$ cat config.mk
export PLATFORM = sky130hd
export DESIGN_NAME = bcd_serial_adder
export DESIGN_NICKNAME = d
export VERILOG_FILES = /design/src/rtl/bcd_serial_adder.sv
export SDC_FILE = /design/constraint.sdc
export NUM_CORES = 1
export LEC_CHECK = 0
export CAP_MARGIN = 10
export CORE_ASPECT_RATIO = 1.75
export CORE_MARGIN = 4
export CORE_UTILIZATION = 25
export DETAILED_ROUTE_END_ITERATION = 10
export HOLD_SLACK_MARGIN = 0.1
export PLACE_DENSITY_LB_ADDON = 0.08
export SLEW_MARGIN = 20
export SYNTH_ARGS = -nofsm -noshare
export SYNTH_HDL_FRONTEND = slang
export SYNTH_HIERARCHICAL = 1
export SYNTH_SLANG_ARGS = --single-unit
export TNS_END_PERCENT = 10
$ cat constraint.sdc
create_clock -name clk -period 5.8 [get_ports clk]
set_input_delay 1.16 -clock clk [delete_from_list [all_inputs] [get_ports clk]]
set_output_delay 1.16 -clock clk [all_outputs]
set_load 0.05 [all_outputs]
$ cat src/rtl/bcd_serial_adder.sv
// Digit-serial N-digit BCD adder: walks latched operands through one
// single-digit bcd_adder, LSD first, then pulses done with the packed sum.

module bcd_adder (
    input  logic [3:0] a,
    input  logic [3:0] b,
    input  logic       cin,
    output logic [3:0] sum,
    output logic       cout
);
    logic [4:0] raw;

    always_comb begin
        raw  = {1'b0, a} + {1'b0, b} + {4'b0, cin};
        cout = raw > 5'd9;
        sum  = cout ? raw[3:0] + 4'd6 : raw[3:0];
    end
endmodule

module bcd_serial_adder #(
    parameter int DIGITS = 4
) (
    input  logic                  clk,
    input  logic                  rst_n,
    input  logic                  start,
    input  logic [4*DIGITS-1:0]   a_in,
    input  logic [4*DIGITS-1:0]   b_in,
    input  logic                  cin,
    output logic                  busy,
    output logic                  done,
    output logic                  err,
    output logic [4*DIGITS-1:0]   sum_out,
    output logic                  cout
);
    localparam int W  = 4 * DIGITS;
    localparam int IW = (DIGITS > 1) ? $clog2(DIGITS) : 1;
    localparam logic [IW-1:0] LAST = IW'(DIGITS - 1);

    typedef enum logic [1:0] {IDLE, ADD, FIN} state_t;

    state_t        state, state_nx;
    logic [W-1:0]  a_q, b_q, sum_q;
    logic          c_q, cout_q, err_q;
    logic [IW-1:0] idx;
    logic [3:0]    d_sum;
    logic          d_cout;
    logic          bad;

    function automatic logic has_bad(input logic [W-1:0] x);
        logic r;
        r = 1'b0;
        for (int i = 0; i < DIGITS; i++)
            if (x[4*i +: 4] > 4'd9) r = 1'b1;
        return r;
    endfunction

    assign bad = has_bad(a_in) | has_bad(b_in);

    bcd_adder u_digit (
        .a    (a_q[4*idx +: 4]),
        .b    (b_q[4*idx +: 4]),
        .cin  (c_q),
        .sum  (d_sum),
        .cout (d_cout)
    );

    always_ff @(posedge clk or negedge rst_n) begin
        if (!rst_n) state <= IDLE;
        else        state <= state_nx;
    end

    always_comb begin
        state_nx = state;
        unique case (state)
            IDLE: if (start) state_nx = bad ? FIN : ADD;
            ADD:  if (idx == LAST) state_nx = FIN;
            FIN:  state_nx = IDLE;
            default: state_nx = IDLE;
        endcase
    end

    // Result registers are cleared on accept so the err path reports zeros.
    always_ff @(posedge clk or negedge rst_n) begin
        if (!rst_n) begin
            a_q    <= '0;
            b_q    <= '0;
            c_q    <= 1'b0;
            idx    <= '0;
            sum_q  <= '0;
            cout_q <= 1'b0;
            err_q  <= 1'b0;
        end else begin
            if (state == IDLE && start) begin
                a_q    <= a_in;
                b_q    <= b_in;
                c_q    <= cin;
                idx    <= '0;
                sum_q  <= '0;
                cout_q <= 1'b0;
                err_q  <= bad;
            end else if (state == ADD) begin
                sum_q[4*idx +: 4] <= d_sum;
                c_q               <= d_cout;
                idx               <= idx + IW'(1);
                if (idx == LAST) cout_q <= d_cout;
            end
        end
    end

    assign busy    = (state != IDLE);
    assign done    = (state == FIN);
    assign err     = err_q;
    assign sum_out = sum_q;
    assign cout    = cout_q;
endmodule

Word level (Yosys, flattened, before mapping) --
Index checks and enable logic that the tools add are counted.
Word-level totals: register bits 55
Cells by class: reduce and logical (&&, ||, !) cells 7, add/sub/neg operators 5, order comparisons 9, shift-type cells 4, bitwise logic cells 1, multiplexer cells 23, eq/ne operators 5
Operators by type and width (count):
- $neg 4->34 | 1
- $shift 4x34->16 const A | 1
- $shiftx 4x34->16 | 1
- $gt 4x4->1 const B | 8
- $mux 16 | 2
- $shiftx 16x5->4 | 2
- $bwmux 16 | 1
- $mux 1 | 13
- $mux 2 | 5
- $reduce_bool 2->1 | 3
- $add 4x4->5 | 1
- $add 5x1->5 | 1
- $gt 5x4->1 const B | 1
- $add 4x3->4 const B | 1
- $eq 2x2->1 const B | 2
- $mux 4 | 1
- $ne 2x2->1 const B | 2
- $pmux 2 s2 | 1
- $reduce_and 2->1 | 2
- $add 2x1->2 const B | 1
- $eq 2x1->1 const B | 1
- $logic_not 2->1 | 1
- $logic_and 1x1->1 | 1
- $or 1x1->1 | 1

Depth between registers and ports, before layout --
depth in word-level cells 9, mapped depth 12, mapped depth without buffers 10

Cells and area by module --
Netlist, hierarchy kept.
Modules (own cells, without submodules):
- bcd_serial_adder | instances 1, area an instance 2512.4 um2, cells an instance 176
- bcd_adder | instances 1, area an instance 211.5 um2, cells an instance 22

Worst setup path before layout --
OpenSTA, ideal clock, no wires.
path type register to register, from reg idx[0], to reg sum_q[10] (netlist: sum_out[10]), stages on the path, launching flop included 13, required time 5.728 ns, setup time 0.072 ns, arrival 3.603 ns, slack 2.125 ns, cell sequence dfrtp_1 -> buf_4 -> buf_2 -> mux4_2 -> fa_1 -> fa_1 -> xnor2_1 -> ha_1 -> a31o_1 -> o31ai_4 -> mux2i_1 -> a32oi_1 -> nor2_1
Between the ends: longest elaborated chain between the ends 9, elaborated cells between the ends (all ways) 13, those cells by class 4 x add/sub; 1 x order compare; 4 x shift; 4 x mux
RTL lines:
- start: declaration | line 44 | logic [IW-1:0] idx;
- start signal: assignment | line 104 | idx <= idx + IW'(1);
- $shiftx 16x5->4 (on tied branches) | line 60, 61
- $add 4x4->5 (*) | line 14 | raw = {1'b0, a} + {1'b0, b} + {4'b0, cin};
- $add 5x1->5 (*) | line 14
- $gt 5x4->1 (*) | line 15 | cout = raw > 5'd9;
- net d_cout | line 46 | logic d_cout;
- $mux 4 (*) | line 16 | sum = cout ? raw[3:0] + 4'd6 : raw[3:0];
- net d_sum[2] | line 45 | logic [3:0] d_sum;
- $shiftx 4x34->16 (*) | line 102 | sum_q[4*idx +: 4] <= d_sum;
- $bwmux 16 (*) | line 102
- $mux 16 (*) | line 101 | end else if (state == ADD) begin
- $mux 16 (*) | line 93 | if (state == IDLE && start) begin
- end signal: indexed assignment | line 102
- end: declaration | line 42 | logic [W-1:0] a_q, b_q, sum_q;
The timed path passes the listed nets; every way through them passes the cells marked *. The select of a mux whose other input is x is not followed. A chain may end at the register's enable or synchronous reset.

Worst setup path in the final report --
Same ends and word-level chain as after synthesis.

==> flow_summary_export.csv <==
group,metric,value,unit
final_layout,fin_util,33.0,%
clock_network,clockBufferDepth,2,
clock_network,cts_resized,0,
global_routing,first_global_vias,1952,
power,clkPwrFrac,29.1,%
power,netSwitchingFraction,32.2,%
setup_path,cp.required,6.02,ns
setup_path,crit_fanout,17,
clock_network,cts_setup_buffers,0,
synth,ys_seq_area_share,50.5,%
drt,via_per_inst,4.73,
setup_path,crit_path_start_kind,"flip-flop",
clock_network,ctsHoldBuffers,0,
drt,drt_iter0_drc,44,
power,power_switching,0.000378,W
setup_path,end_kind,"flip-flop",
setup_path,arrival,4.47,ns
drt,vias,1802,
place,place_hpwl,5200,um
synth,async_reset_ff_share,100,%
clock_network,cts_tree,"done",
power,total_power,0.00117,W
final_layout,antenna_cells,0,
final_layout,final_nets,297,
final_layout,drive_gt1_share,21.5,%
global_routing,grt_overflow,0,
sta,final.min_clock_period,4.25,ns
final_layout,nFillCells,1073,
sta,slew_viol_final,0,
synth,synthFlopType,"dfrtp_1",
drt,antenna_left,0,
final_layout,fin_cells,381,
flow_run,maxCapViolations,0,
global_routing,gr-usage-all-layers,11.4,%
place,portBuffers,55,
sta,fin_tns_setup,0,ns
synth,synth-edff-count,0,
clock_network,cts.clk_slew.worst_paths,0.07,ns
sta,skew,0.00731,ns
synth,synth_top_area_share,50.5,%
min_path,hold_path.class,"flip-flop to flip-flop",
clock_network,cts_buffers,5,
synth,netlist_instances,198,
floorplanning,io_pins,56,
global_routing,grt_pass1_wl,10900,um
sta,finalCritPeriodShare,73.3,%
synth,synthesis.area,2720,um2
sta,maxClockFrequency,235,MHz
setup_path,crit_start,"idx[0]",
synth,syn_area_per_cell,13.8,um2
setup_path,r2r_start,"idx[0]",
clock_network,clock_sinks,55,
synth,ys_top_cells_by_area,"dfrtp_1 51%, mux2_2 12%, mux4_2 6.6%",
power,power_frac_comb,31.5,%
sta,maxSlewHeadroom,44.9,%
floorplanning,floorplan.initialDensity,25.5,%
floorplanning,die_height,146,um
synth,synth.most_common_cell,"dfrtp_1",
clock_network,clk_latency,0.30,ns
clock_network,cts_htree_levels,2,
place,placed_cells,374,
global_routing,grt_max_degree,56,
floorplanning,die_w,86.9,um
setup_path,path_class,"flip-flop to flip-flop",
clock_network,cts-root-buf,"clkbuf_16",
place,gp_congestion,0.746,
final_layout,areaGrowthSynthToFinish,29.6,%
drt,drc_errors,0,
floorplanning,coreArea,10700,um2
power,sequentialPowerShare,39.4,%
sta,grt_setup_unrepaired,"no",
synth,yosys.area.top_type,"dfrtp_1",
global_routing,antenna_found_initial,0,
synth,ys_ff_latch,55,
synth,ys_warn_count,6,
drt,dr.pass1.iters,4,
synth,synth_cell_types,42,
place,dpl_worst_slack,1.50,ns
floorplanning,rows,50,
synth,syn_nets,244,
power,powerDensity,332,nW/um2
drt,avgRoutedWirePerCell,18.0,um
status,status,"complete, no violations",
drt,wirelength,6840,um
min_path,hold_path.startpoint,"sum_out[7]",
sta,finalHoldViolCount,0,
power,ir_worst_vdd,0.156,mV
sta,setup-violations-final,0,
sta,fin_ws,1.55,ns
sta,tightest_slew,0.826,ns
power,p_int,0.000795,W
power,p_leak,1.44,nW
floorplanning,die_area,12700,um2
synth,synthTopCellsByCount,"55 x dfrtp_1, 30 x mux2_2, 12 x a22o_1, 10 x o21ai_0",
## power by group through the flow
stage               Clock, W  Sequential [W]  Combinational [W]
finish              0.000342        0.000462           0.000369
detailed placement         0        0.000473           0.000375
global placement           0        0.000473           0.000366
CTS                 0.000351        0.000466           0.000376
global route        0.000367        0.000470           0.000402
floorplan                  0        0.000460           0.000256
## worst paths after layout
path,slack (ns),depth (start not counted),end
worst max-delay path,1.55,10,sum_out[10]
worst min-delay path,0.50,1,sum_out[7]
worst max register to register,1.55,10,sum_out[10]
worst min register to register,0.50,1,sum_out[7]
max in group asynchronous,4.31,2,c_q
min in group asynchronous,1.00,2,sum_out[0]
## layout make-up
cell class	count	area, um2	share of cell area (%)
timing repair buffer	57	561	15.9
tap	130	163	4.61
sequential	55	1380	39.0
multi-input combinational	127	1250	35.5
clock inverter	1	30.0	0.851
inverter	5	18.8	0.532
clock buffer	6	129	3.65
## flip-flops by register name (all words and copies together) (netlist names)
register / cells
state: 2
a_q: 16
sum_out: 16
c_q: 1
cout: 1
err: 1
b_q: 16
idx: 2
## metal layers
| layer | vias to the layer above | track usage [%] | part of all wire (%) |
|---|---|---|---|
| met4 | 0 | 3.98 | 1.6 |
| met1 | 902 | 12.8 | 39 |
| met5 | - | 0 | 0 |
| met2 | 40 | 21.0 | 56 |
| li1 | 852 | - | - |
| met3 | 8 | 2.03 | 3.8 |
## critical path, cell delays in order (launching register included)
cell and delay, ns:
dfrtp_1 0.88, mux4_2 0.63, fa_1 0.48, fa_1 0.42
xnor2_1 0.18, ha_1 0.24, a31o_1 0.23, o31ai_4 0.34
mux2i_1 0.49, a32oi_1 0.16, nor2_1 0.11
## cell families after synthesis
| logic type | after synthesis | share of synthesized area (%) |
|---|---|---|
| AO/OA/AOI/OAI | 41 | 11.4 |
| XOR/XNOR | 2 | 0.643 |
| adder cells (fa/ha/maj) | 10 | 5.14 |
| buffers and inverters | 16 | 3.49 |
| flip-flops | 55 | 50.5 |
| multiplexers | 43 | 20.9 |
| AND/OR/NAND/NOR | 31 | 7.86 |
## per-stage QoR
stage / instance area [um2] / hold slack [ns]
detailed placement: 3370 / 0.482
CTS: 3530 / 0.502
floorplan: 2720 / 0.452
global route: 3530 / 0.513
finish: 3530 / 0.500
global placement: 3370 / 0.490
## layout by cell type (no fill, tap or decap), drive strengths merged
cell           instances
dfrtp                 55
clkdlybuf4s50         54
mux2                  32
a22o                  12
o21ai                 10
mux4                   8
ha                     8
nor2                   7
clkbuf                 6
inv                    5
nand2                  5
nand3b                 4
a32oi                  4
a21o                   4
mux2i                  3
a21oi                  3
buf                    3
nor2b                  2
and4                   2
nand2b                 2
a31oi                  2
xnor2                  2
fa                     2
nor3b                  2
a31o                   2
or2                    1
nor3                   1
and3b                  1
o21bai                 1
and4b                  1
nor4b                  1
bufinv                 1
nand3                  1
and3                   1
o31ai                  1
a2111oi                1
o22ai                  1
Power figures use the tool's default switching activity.
